### src/rtl/uart_matrix_sender_pkg.sv
// Shared constants, state encoding and small helpers for the matrix text sender.
// Dimension legality here matches the rules the command parser applies.
package uart_matrix_sender_pkg;

  localparam int DEF_MAX_DIM = 5;
  localparam int DEF_ADDR_W  = 5;

  localparam logic [7:0] ASC_CR = 8'h0D;
  localparam logic [7:0] ASC_LF = 8'h0A;
  localparam logic [7:0] ASC_SP = 8'h20;
  localparam logic [7:0] ASC_0  = 8'h30;
  localparam logic [7:0] ASC_A  = 8'h41;
  localparam logic [7:0] ASC_M  = 8'h4D;
  localparam logic [7:0] ASC_X  = 8'h78;

  typedef enum logic [2:0] {
    S_IDLE,
    S_HDR,
    S_FETCH,
    S_WAIT_RD,
    S_DIGITS,
    S_SEP,
    S_DONE
  } state_t;

  function automatic logic [7:0] hex_ascii(input logic [3:0] v);
    return (v < 4'd10) ? (ASC_0 + {4'd0, v}) : (ASC_A + {4'd0, v} - 8'd10);
  endfunction

  function automatic logic dim_legal(input logic [2:0] d, input int max_dim);
    return (d != 3'd0) && (int'(d) <= max_dim);
  endfunction

endpackage

### src/rtl/uart_matrix_sender_bin2bcd8.sv
// Combinational 8-bit binary to hundreds/tens/ones split by compare-subtract.
module bin2bcd8 (
  input  logic [7:0] value,
  output logic [3:0] hundreds,
  output logic [3:0] tens,
  output logic [3:0] ones
);

  logic [7:0] rem;

  always_comb begin
    rem      = value;
    hundreds = 4'd0;
    tens     = 4'd0;
    if (rem >= 8'd200) begin
      hundreds = 4'd2;
      rem      = rem - 8'd200;
    end else if (rem >= 8'd100) begin
      hundreds = 4'd1;
      rem      = rem - 8'd100;
    end
    for (int i = 0; i < 9; i++) begin
      if (rem >= 8'd10) begin
        rem  = rem - 8'd10;
        tens = tens + 4'd1;
      end
    end
    ones = rem[3:0];
  end

endmodule

### src/rtl/uart_matrix_sender.sv
// Streams one stored matrix as ASCII text: "M<id> <m>x<n>\r\n" then rows of decimal elements.
//
//  state     | meaning
//  S_IDLE    | waiting for start; illegal dims raise a one-cycle error
//  S_HDR     | sending the 8 header bytes
//  S_FETCH   | one-cycle read strobe for element (row, col)
//  S_WAIT_RD | waiting for rd_valid, latches element
//  S_DIGITS  | sending element digits, most significant first
//  S_SEP     | sending ' ' between columns or CR LF at row end
//  S_DONE    | waiting for the last byte to drain, then pulses done
module uart_matrix_sender
  import uart_matrix_sender_pkg::*;
#(
  parameter int MAX_DIM = DEF_MAX_DIM,
  parameter int ADDR_W  = DEF_ADDR_W
) (
  input  logic              clk,
  input  logic              rst_n,
  input  logic              start,
  input  logic [3:0]        matrix_id,
  input  logic [2:0]        dim_m,
  input  logic [2:0]        dim_n,
  output logic              rd_en,
  output logic [ADDR_W-1:0] rd_addr,
  input  logic [7:0]        rd_data,
  input  logic              rd_valid,
  output logic [7:0]        tx_data,
  output logic              tx_start,
  input  logic              tx_busy,
  output logic              busy,
  output logic              done,
  output logic              error
);

  state_t      state_q, state_d;
  logic [3:0]  id_q;
  logic [2:0]  m_q, n_q, row_q, col_q, hdr_idx_q;
  logic [1:0]  dig_left_q, ndig;
  logic [7:0]  value_q, bcd_in, byte_val;
  logic        lf_phase_q, guard_q, error_q;
  logic [3:0]  hundreds, tens, ones, dig;
  logic        start_ok, can_send, last_col, last_row, byte_req;

  // During WAIT_RD the splitter sees the incoming element so the digit count is ready on latch.
  assign bcd_in = (state_q == S_WAIT_RD) ? rd_data : value_q;

  bin2bcd8 u_bcd (
    .value    (bcd_in),
    .hundreds (hundreds),
    .tens     (tens),
    .ones     (ones)
  );

  assign ndig     = (hundreds != 4'd0) ? 2'd2 : ((tens != 4'd0) ? 2'd1 : 2'd0);
  assign dig      = (dig_left_q == 2'd2) ? hundreds : ((dig_left_q == 2'd1) ? tens : ones);
  assign start_ok = dim_legal(dim_m, MAX_DIM) && dim_legal(dim_n, MAX_DIM);
  // guard_q keeps one idle cycle after each launch so uart_tx can raise tx_busy.
  assign can_send = !tx_busy && !guard_q;
  assign last_col = (col_q == n_q - 3'd1);
  assign last_row = (row_q == m_q - 3'd1);
  assign rd_addr  = ADDR_W'(row_q) * ADDR_W'(n_q) + ADDR_W'(col_q);
  assign tx_start = byte_req && can_send;
  assign tx_data  = tx_start ? byte_val : 8'h00;
  assign busy     = (state_q != S_IDLE);
  assign error    = error_q;

  always_ff @(posedge clk or negedge rst_n) begin
    if (!rst_n) state_q <= S_IDLE;
    else        state_q <= state_d;
  end

  always_comb begin
    state_d  = state_q;
    byte_req = 1'b0;
    byte_val = 8'h00;
    rd_en    = 1'b0;
    done     = 1'b0;
    case (state_q)
      S_IDLE: if (start && start_ok) state_d = S_HDR;
      S_HDR: begin
        byte_req = 1'b1;
        case (hdr_idx_q)
          3'd0:    byte_val = ASC_M;
          3'd1:    byte_val = hex_ascii(id_q);
          3'd2:    byte_val = ASC_SP;
          3'd3:    byte_val = ASC_0 + {5'd0, m_q};
          3'd4:    byte_val = ASC_X;
          3'd5:    byte_val = ASC_0 + {5'd0, n_q};
          3'd6:    byte_val = ASC_CR;
          default: byte_val = ASC_LF;
        endcase
        if (can_send && hdr_idx_q == 3'd7) state_d = S_FETCH;
      end
      S_FETCH: begin
        rd_en   = 1'b1;
        state_d = S_WAIT_RD;
      end
      S_WAIT_RD: if (rd_valid) state_d = S_DIGITS;
      S_DIGITS: begin
        byte_req = 1'b1;
        byte_val = ASC_0 + {4'd0, dig};
        if (can_send && dig_left_q == 2'd0) state_d = S_SEP;
      end
      S_SEP: begin
        byte_req = 1'b1;
        if (!last_col) begin
          byte_val = ASC_SP;
          if (can_send) state_d = S_FETCH;
        end else begin
          byte_val = lf_phase_q ? ASC_LF : ASC_CR;
          if (can_send && lf_phase_q) state_d = last_row ? S_DONE : S_FETCH;
        end
      end
      S_DONE: begin
        if (can_send) begin
          done    = 1'b1;
          state_d = S_IDLE;
        end
      end
      default: state_d = S_IDLE;
    endcase
  end

  always_ff @(posedge clk or negedge rst_n) begin
    if (!rst_n) begin
      id_q       <= 4'd0;
      m_q        <= 3'd0;
      n_q        <= 3'd0;
      row_q      <= 3'd0;
      col_q      <= 3'd0;
      hdr_idx_q  <= 3'd0;
      dig_left_q <= 2'd0;
      value_q    <= 8'd0;
      lf_phase_q <= 1'b0;
      guard_q    <= 1'b0;
      error_q    <= 1'b0;
    end else begin
      guard_q <= tx_start;
      error_q <= 1'b0;
      case (state_q)
        S_IDLE: begin
          if (start) begin
            if (start_ok) begin
              id_q       <= matrix_id;
              m_q        <= dim_m;
              n_q        <= dim_n;
              row_q      <= 3'd0;
              col_q      <= 3'd0;
              hdr_idx_q  <= 3'd0;
              lf_phase_q <= 1'b0;
            end else begin
              error_q <= 1'b1;
            end
          end
        end
        S_HDR: if (tx_start) hdr_idx_q <= hdr_idx_q + 3'd1;
        S_WAIT_RD: begin
          if (rd_valid) begin
            value_q    <= rd_data;
            dig_left_q <= ndig;
          end
        end
        S_DIGITS: if (tx_start) dig_left_q <= dig_left_q - 2'd1;
        S_SEP: begin
          if (tx_start) begin
            if (!last_col) begin
              col_q <= col_q + 3'd1;
            end else if (!lf_phase_q) begin
              lf_phase_q <= 1'b1;
            end else begin
              lf_phase_q <= 1'b0;
              col_q      <= 3'd0;
              row_q      <= row_q + 3'd1;
            end
          end
        end
        default: ;
      endcase
    end
  end

endmodule

### config.mk
export PLATFORM = sky130hd
export DESIGN_NAME = uart_matrix_sender
export DESIGN_NICKNAME = d
export VERILOG_FILES = /design/src/rtl/uart_matrix_sender_pkg.sv /design/src/rtl/uart_matrix_sender_bin2bcd8.sv /design/src/rtl/uart_matrix_sender.sv
export SDC_FILE = /design/constraint.sdc
export NUM_CORES = 1
export LEC_CHECK = 0
export CAP_MARGIN = 0
export CORE_MARGIN = 1
export CORE_UTILIZATION = 45
export CTS_CLUSTER_DIAMETER = 200
export CTS_CLUSTER_SIZE = 8
export DETAILED_ROUTE_END_ITERATION = 6
export SLEW_MARGIN = 30
export SYNTH_ARGS = -nofsm -noshare
export SYNTH_HDL_FRONTEND = slang
export SYNTH_SLANG_ARGS = --single-unit
### constraint.sdc
create_clock -name clk -period 23.7 [get_ports clk]
set_input_delay 4.74 -clock clk [delete_from_list [all_inputs] [get_ports clk]]
set_output_delay 4.74 -clock clk [all_outputs]
set_load 0.005 [all_outputs]
=== Word level (Yosys, flattened, before mapping) ===
Index checks and enable logic that the tools add are counted.

* Register bits after elaboration: 35
* Output and inout bits: 18
* Bits of input ports: 23
* Word-level logic and storage cells: 193

* Muxes and demuxes: 71
* Equal/unequal tests: 32
* Magnitude comparators: 14
* $mul: 1
* Reduce and logical (&&, ||, !) cells: 31
* Add/subtract/negate cells: 32

{| class="wikitable"
|+ Operators with widths
! operator !! count
|-
| $mux W8 || 13
|-
| $ge A8 B4 Y1 const B || 9
|-
| $sub A8 B4 Y8 const B || 9
|-
| $mux W3 || 19
|-
| $pmux W8 S7 || 1
|-
| $mux W4 || 12
|-
| $add A4 B1 Y4 const B || 7
|-
| $ne A2 B2 Y1 const B || 12
|-
| $pmux W8 S3 || 1
|-
| $eq A3 B3 Y1 const B || 7
|-
| $pmux W3 S7 || 1
|-
| $pmux W3 S2 || 3
|-
| $mux W1 || 15
|-
| $add A6 B3 Y7 const A || 2
|-
| $add A6 B4 Y7 const A || 2
|-
| $eq A3 B2 Y1 const B || 4
|-
| $reduce_and A5 Y1 || 2
|-
| $add A3 B1 Y3 const B || 3
|-
| $logic_and A1 B1 Y1 || 9
|-
| $ne A3 B3 Y1 const B || 3
|-
| $reduce_bool A3 Y1 || 3
|-
| $add A7 B4 Y8 const A || 1
|-
| $ge A8 B7 Y1 const B || 1
|-
| $ge A8 B8 Y1 const B || 1
|-
| 29 further kinds || 41
|}

=== Logic depth before layout (Yosys ltp) ===
* Depth after elaboration: 28
* Depth in mapped cells: 46
* Mapped depth without buffers: 42

=== Hierarchy ===
A second synthesis with hierarchy kept.

* Cell total of the unflattened synthesis: 779
* Area, all modules: 6226.0 µm²

{| class="wikitable"
|+ By module, submodules not included
! module !! times used !! cells each !! sequential area each (µm²) !! area each (µm²)
|-
| bin2bcd8 || 1 || 469 || 0.0 || 3355.7
|-
| uart_matrix_sender || 1 || 310 || 875.8 || 2870.3
|}

=== Worst setup path after synthesis ===
OpenSTA, ideal clock, no wires.

* Path kind: input port to output port
* Start point: input rd_data[7]
* End point: output tx_data[3]
* Path buffers: 4
* Data required time: 18960 ps
* Data arrival time: 12844 ps
* Stages: 46
* Path slack: 6116 ps
* Cell sequence: buf_1 -> inv_1 -> nor3_1 -> o21a_1 -> o22a_1 -> inv_1 -> ha_1 -> nand2_1 -> nand2_1 -> o21ai_1 -> nand2_1 -> nand2_1 -> o21ai_0 -> ha_1 -> nand4b_1 -> nand4_1 -> o21ai_0 -> and2_1 -> (+10 left out) -> or4_4 -> a221oi_1 -> or3_1 -> buf_4 -> nand2_1 -> xnor2_1 -> ha_1 -> and3_1 -> nand4_1 -> o2111a_1 -> buf_6 -> mux2_2 -> ha_1 -> inv_1 -> o21ai_0 -> mux2i_1 -> o21ai_0 -> or3b_1

* Longest elaborated chain between the ends: 27
* Elaborated cells between the ends (all ways): 58
* Classes of those cells: add/sub (20); order compare (11); mux (27)

{| class="wikitable"
|+ RTL lines
! element !! RTL line !! source
|-
| from (decl) || uart_matrix_sender.sv:25 || <nowiki>input logic [7:0] rd_data,</nowiki>
|-
| $mux W8 (*) || uart_matrix_sender.sv:45 || <nowiki>assign bcd_in = (state_q == S_WAIT_RD) ? rd_data : value_q;</nowiki>
|-
| $sub A8 B7 Y8 / $ge A8 B7 Y1 (equally long branches) || uart_matrix_sender_bin2bcd8.sv:20, uart_matrix_sender_bin2bcd8.sv:18 ||
|-
| $mux W8 || uart_matrix_sender_bin2bcd8.sv:18 || <nowiki>end else if (rem >= 8'd100) begin</nowiki>
|-
| $mux W8 || uart_matrix_sender_bin2bcd8.sv:15 || <nowiki>if (rem >= 8'd200) begin</nowiki>
|-
| $sub A8 B4 Y8 / $ge A8 B4 Y1 (equally long branches) || uart_matrix_sender_bin2bcd8.sv:24, uart_matrix_sender_bin2bcd8.sv:23 ||
|-
| $mux W8 / $mux W1 (equally long branches) || uart_matrix_sender_bin2bcd8.sv:23 || <nowiki>if (rem >= 8'd10) begin</nowiki>
|-
| $sub A8 B4 Y8 (tied with other cells) || uart_matrix_sender_bin2bcd8.sv:24 || <nowiki>rem = rem - 8'd10;</nowiki>
|-
| $mux W8 / $mux W4 (equally long branches) || uart_matrix_sender_bin2bcd8.sv:23 ||
|-
| (+11 left out) || -- ||
|-
| $mux W8 / $mux W4 (equally long branches) || uart_matrix_sender_bin2bcd8.sv:23 ||
|-
| $ge A8 B4 Y1 (tied with other cells) || uart_matrix_sender_bin2bcd8.sv:23 ||
|-
| $mux W4 || uart_matrix_sender_bin2bcd8.sv:23 ||
|-
| $mux W4 || uart_matrix_sender.sv:55 || <nowiki>assign dig = (dig_left_q == 2'd2) ? hundreds : ((dig_left_q == 2'd1) ? tens : ones);</nowiki>
|-
| $mux W4 (*) || uart_matrix_sender.sv:55 ||
|-
| $add A6 B4 Y7 (*) || uart_matrix_sender.sv:101 || <nowiki>byte_val = ASC_0 + {4'd0, dig};</nowiki>
|-
| $pmux W8 S3 (*) || uart_matrix_sender.sv:78 || <nowiki>case (state_q)</nowiki>
|-
| $mux W8 (*) || uart_matrix_sender.sv:63 || <nowiki>assign tx_data = tx_start ? byte_val : 8'h00;</nowiki>
|-
| to (decl) || uart_matrix_sender.sv:27 || <nowiki>output logic [7:0] tx_data,</nowiki>
|}

Every way passes the cells marked *; elsewhere a longest branch is shown, timed or not.

=== Final worst setup path ===
* Start point: input rd_data[4]
* End point: output tx_data[3]

The elaborated chain is that of the path after synthesis.

==> summary by stage <==
Outcome
The run finished with clean final reports.

Global route
The initial antenna violation count is 0. In the global route stage, overall resource usage came out at 25.2%. The first global-routing pass estimated 27.2 mm of wire. The via count of the first global-routing pass is 5519. Entering global routing, the biggest net connects 36 pins. The sum of overflow across all layers after global routing is 0.

Finish
Compared with the post-synthesis result, the final layout area differs by 10.2%. The diode insertion count for antenna repair is 0. Leaving out fill and tap cells, the most frequent cell in the layout is nand2_1.

The final layout net count is 832. After filler insertion, the fill cell instance count of the layout stands at 1226. In the layout the commonest cells are nand2_1 (73), o21ai_0 (53), nor2_1 (47), a21oi_1 (40). Of the cells placed in the final design, the portion with a size suffix greater than 1 is 8.84%.

Min path
The start point of the worst hold path is value_q[0]. The classification of the worst-slack hold path is reg -> reg.

Routing
The final routed wire length divided by cell count is 17.3 um. Once detail routing completed, the nets flagged for antenna violations numbered 0. The via count of the routed design is 5861. The final layout contains routed wiring with a total length of 16.2 mm. For this run, design rule violations remaining after detail routing come to 0. The number of optimization iterations in the first detailed-route pass is 5. The average via count per standard cell is 6.26. The DRC marker count from the first detailed-route iteration is 674.

Die
The die covers 13200 sq um. From left edge to right edge, the die measures 115 um. In this run the vertical extent of the chip is 115 um. The area of the placeable core is 12200 sq um. The effective utilization at floorplan is 47.0%. The total I/O pin count is 41. The floorplan has 40 rows.

CTS
Clock-pin slew was measured on the worst setup and hold paths at 0.05 ns. Post-CTS repair changed the size of 0 cells. The buffer depth of the longest clock path is 2. For this design, the CTS-stage hold fixing added 0 buffers. The clock reaches the later pin of the worst-skew pair after 0.28 ns. The H-tree was split into 2 levels. The root buffer cell chosen for the clock tree is clkbuf_16. Clock tree synthesis found a total of 35 sinks. The CTS tree is yes. In this run the post-CTS setup repair buffer count came out at 0. Buffers inserted during clock tree synthesis total 5.

Timing
Setup total negative slack on the finished layout was measured at 0 ns. The relative max-transition margin is 38.6%. The slew at the pin closest to its max-slew limit is 0.921 ns. The setup skew after layout is 0.0134 ns. The number of max-slew violations in the final report was 0.

The routed design could run at a clock period as short as 20.01 ns. Setup repair after global routing left no endpoint under its margin. The portion of the clock cycle consumed by the worst path in the final layout is 84.4%. Across all setup checks in the final design, the least slack found is 3.69 ns. The maximum clock frequency is 50.0 MHz.

The setup-violating endpoint count in the final report is 0. The count of endpoints failing hold in the final timing report is 0.

Yosys
Summed over all instances, the cell type with the most area after synthesis is dfrtp_1. After Yosys synthesis, XOR and XNOR cells account for 7.61% of the synthesized area. After synthesis, the cell types taking the most area are dfrtp_1 (15%), ha_1 (8.3%), mux2_2 (5.3%), nand2_1 (4.8%), o21ai_0 (4.6%).

Summing the areas of all compound-gate instances in the mapped netlist gives 29.8% of the synthesized area. After Yosys synthesis, and, or, nand and nor cells account for 24.2% of the synthesized area. The multiplexer share of the synthesized area is 8.61%. Of the total synthesized cell area, the portion taken by full adders, half adders and majority gates is 9.33%. Yosys mapped a number of flops with a built-in enable equal to 0. In the synthesized netlist the dominant register cell turns out to be dfrtp_1. Sequential elements use 15.3% of the synthesized area. The share of the synthesized area in the top cell type is 15.3%.

During synthesis, Yosys emitted a total of 0 warnings. By area, the combinational part of the netlist is dominated by compound AO/OA/AOI/OAI gates. In this run, synthesis produced a sequential element count of 35. The net count after synthesis is 817. The post-synth design cell area is 5740 sq um. Synthesis produced 753 cells. After synthesis, the mean cell area works out to 7.62 sq um.

The post-synthesis cell type count is 92. The share of async-settable or async-resettable flops after synthesis is 100%.

Placement
Once detailed placement completed, the half-perimeter wirelength came to 12.7 mm. At the end of routability-driven placement, the weighted congestion stood at 0.943. Port buffering added 39 buffers. OpenSTA, run right after detailed placement, puts the worst setup slack at 3.85 ns.

Setup path
At the worst endpoint, the arrival time is 15.27 ns. The worst register-to-register path begins at state_q[1]. At the worst endpoint, the required time is 18.96 ns. The kind of start point of the critical path is an input port.

In this run the worst setup path begins at rd_data[4]. The endpoint kind of the worst setup timing path is a primary output. The maximum fanout encountered on the critical timing path is 11. The slowest stage of the critical path is the clkdlybuf4s50_1 cell. In this design, the stage delay of the slowest critical-path cell is 0.60 ns. The kind of critical path is in -> out.

Job
Across the run, the number of max-cap violations was 0.
## path summary, 6_finish.rpt
kind | end | slack [ns] | cells past startpoint
max | tx_data[3] | 3.69 | 44
max reg2reg | dig_left_q[0] | 12.64 | 40
max in group asynchronous | state_q[2] | 18.60 | 1
min reg2reg | value_q[0] | 0.51 | 1
min | value_q[0] | 0.51 | 1
min in group asynchronous | error | 4.57 | 1
## cells in the mapped netlist, types with 4 or more instances
cell type	instances
a2111oi_0	6
a211o_1	6
a211oi_1	8
a21boi_0	4
a21o_1	5
a21oi_1	40
a221oi_1	5
a22oi_1	4
a31oi_1	12
a41oi_1	4
and2_1	22
and3_1	11
buf_2	16
clkbuf_1	10
dfrtp_1	35
ha_1	38
inv_1	36
mux2_2	27
mux2i_1	15
nand2_1	73
nand2b_1	8
nand3_1	25
nand4_1	9
nor2_1	47
nor2b_1	9
nor3_1	26
nor4_1	5
o2111ai_1	4
o211a_1	4
o211ai_1	14
o21a_1	5
o21ai_0	53
o21ai_1	6
o221ai_1	5
o22ai_1	8
o31ai_1	5
or3_1	11
xnor2_1	30
xor2_1	18
## kinds of logic (layout without fill, tap and decap cells)
logic type	Yosys count	after routing
AOI/OAI and AO/OA	242	242
DFF	35	35
adders and majority gates	41	41
xor gates and xnor gates	49	49
muxes	45	45
other	1	1
and+or+nand+nor	272	272
buffers and inverters	68	84
## flip-flops by register name, summed over array words and instances, names as in the netlist
signal / flops
m_q: 3
id_q: 4
guard_q: 1
state_q: 3
value_q: 8
lf_phase_q: 1
col_q: 3
row_q: 3
dig_left_q: 2
hdr_idx_q: 3
n_q: 3
error: 1
## final cells by class
cell class	count	area (sq um)	area share [%]
Timing Repair Buffer	40	393	6.21
Clock buffer	6	129	2.04
Multi-Input combinational cell	650	4570	72.2
Sequential cell	35	876	13.9
Tap cell	168	210	3.32
Clock inverter	2	12.5	0.198
Inverter	36	135	2.14
## per-stage QoR
step	instances	util, %	area (sq um)	hold WS (ns)
3_5_place_dp	929	50.6	6180	0.497
6_report	937	51.8	6320	0.506
3_3_place_gp	929	50.6	6180	0.487
5_1_grt	937	51.8	6320	0.525
2_1_floorplan	753	-	5740	0.479
4_1_cts	937	51.8	6320	0.508
## per-layer routing
metal / share of wire (%) / GRT usage [%] / up-vias / routed length (um)
met5: 0 / 0 / - / 0
met4: 1.7 / 5.89 / 0 / 279
met3: 5.4 / 2.69 / 25 / 870
met2: 45 / 40.8 / 202 / 7360
met1: 48 / 35.8 / 2775 / 7720
li1: - / - / 2859 / -
## worst max-delay path: cells and delay by family
| kind | cells | cell delay (ns) |
|---|---|---|
| AOI/OAI and AO/OA | 13 | 3.05 |
| buffers and inverters | 5 | 1.40 |
| xor gates and xnor gates | 1 | 0.16 |
| muxes | 2 | 0.53 |
| adders and majority gates | 5 | 1.08 |
| and+or+nand+nor | 18 | 4.32 |
Power is left out: the tool's default activity adds up to more than one toggle a clock period on the data nets, which glitch-free logic cannot reach.
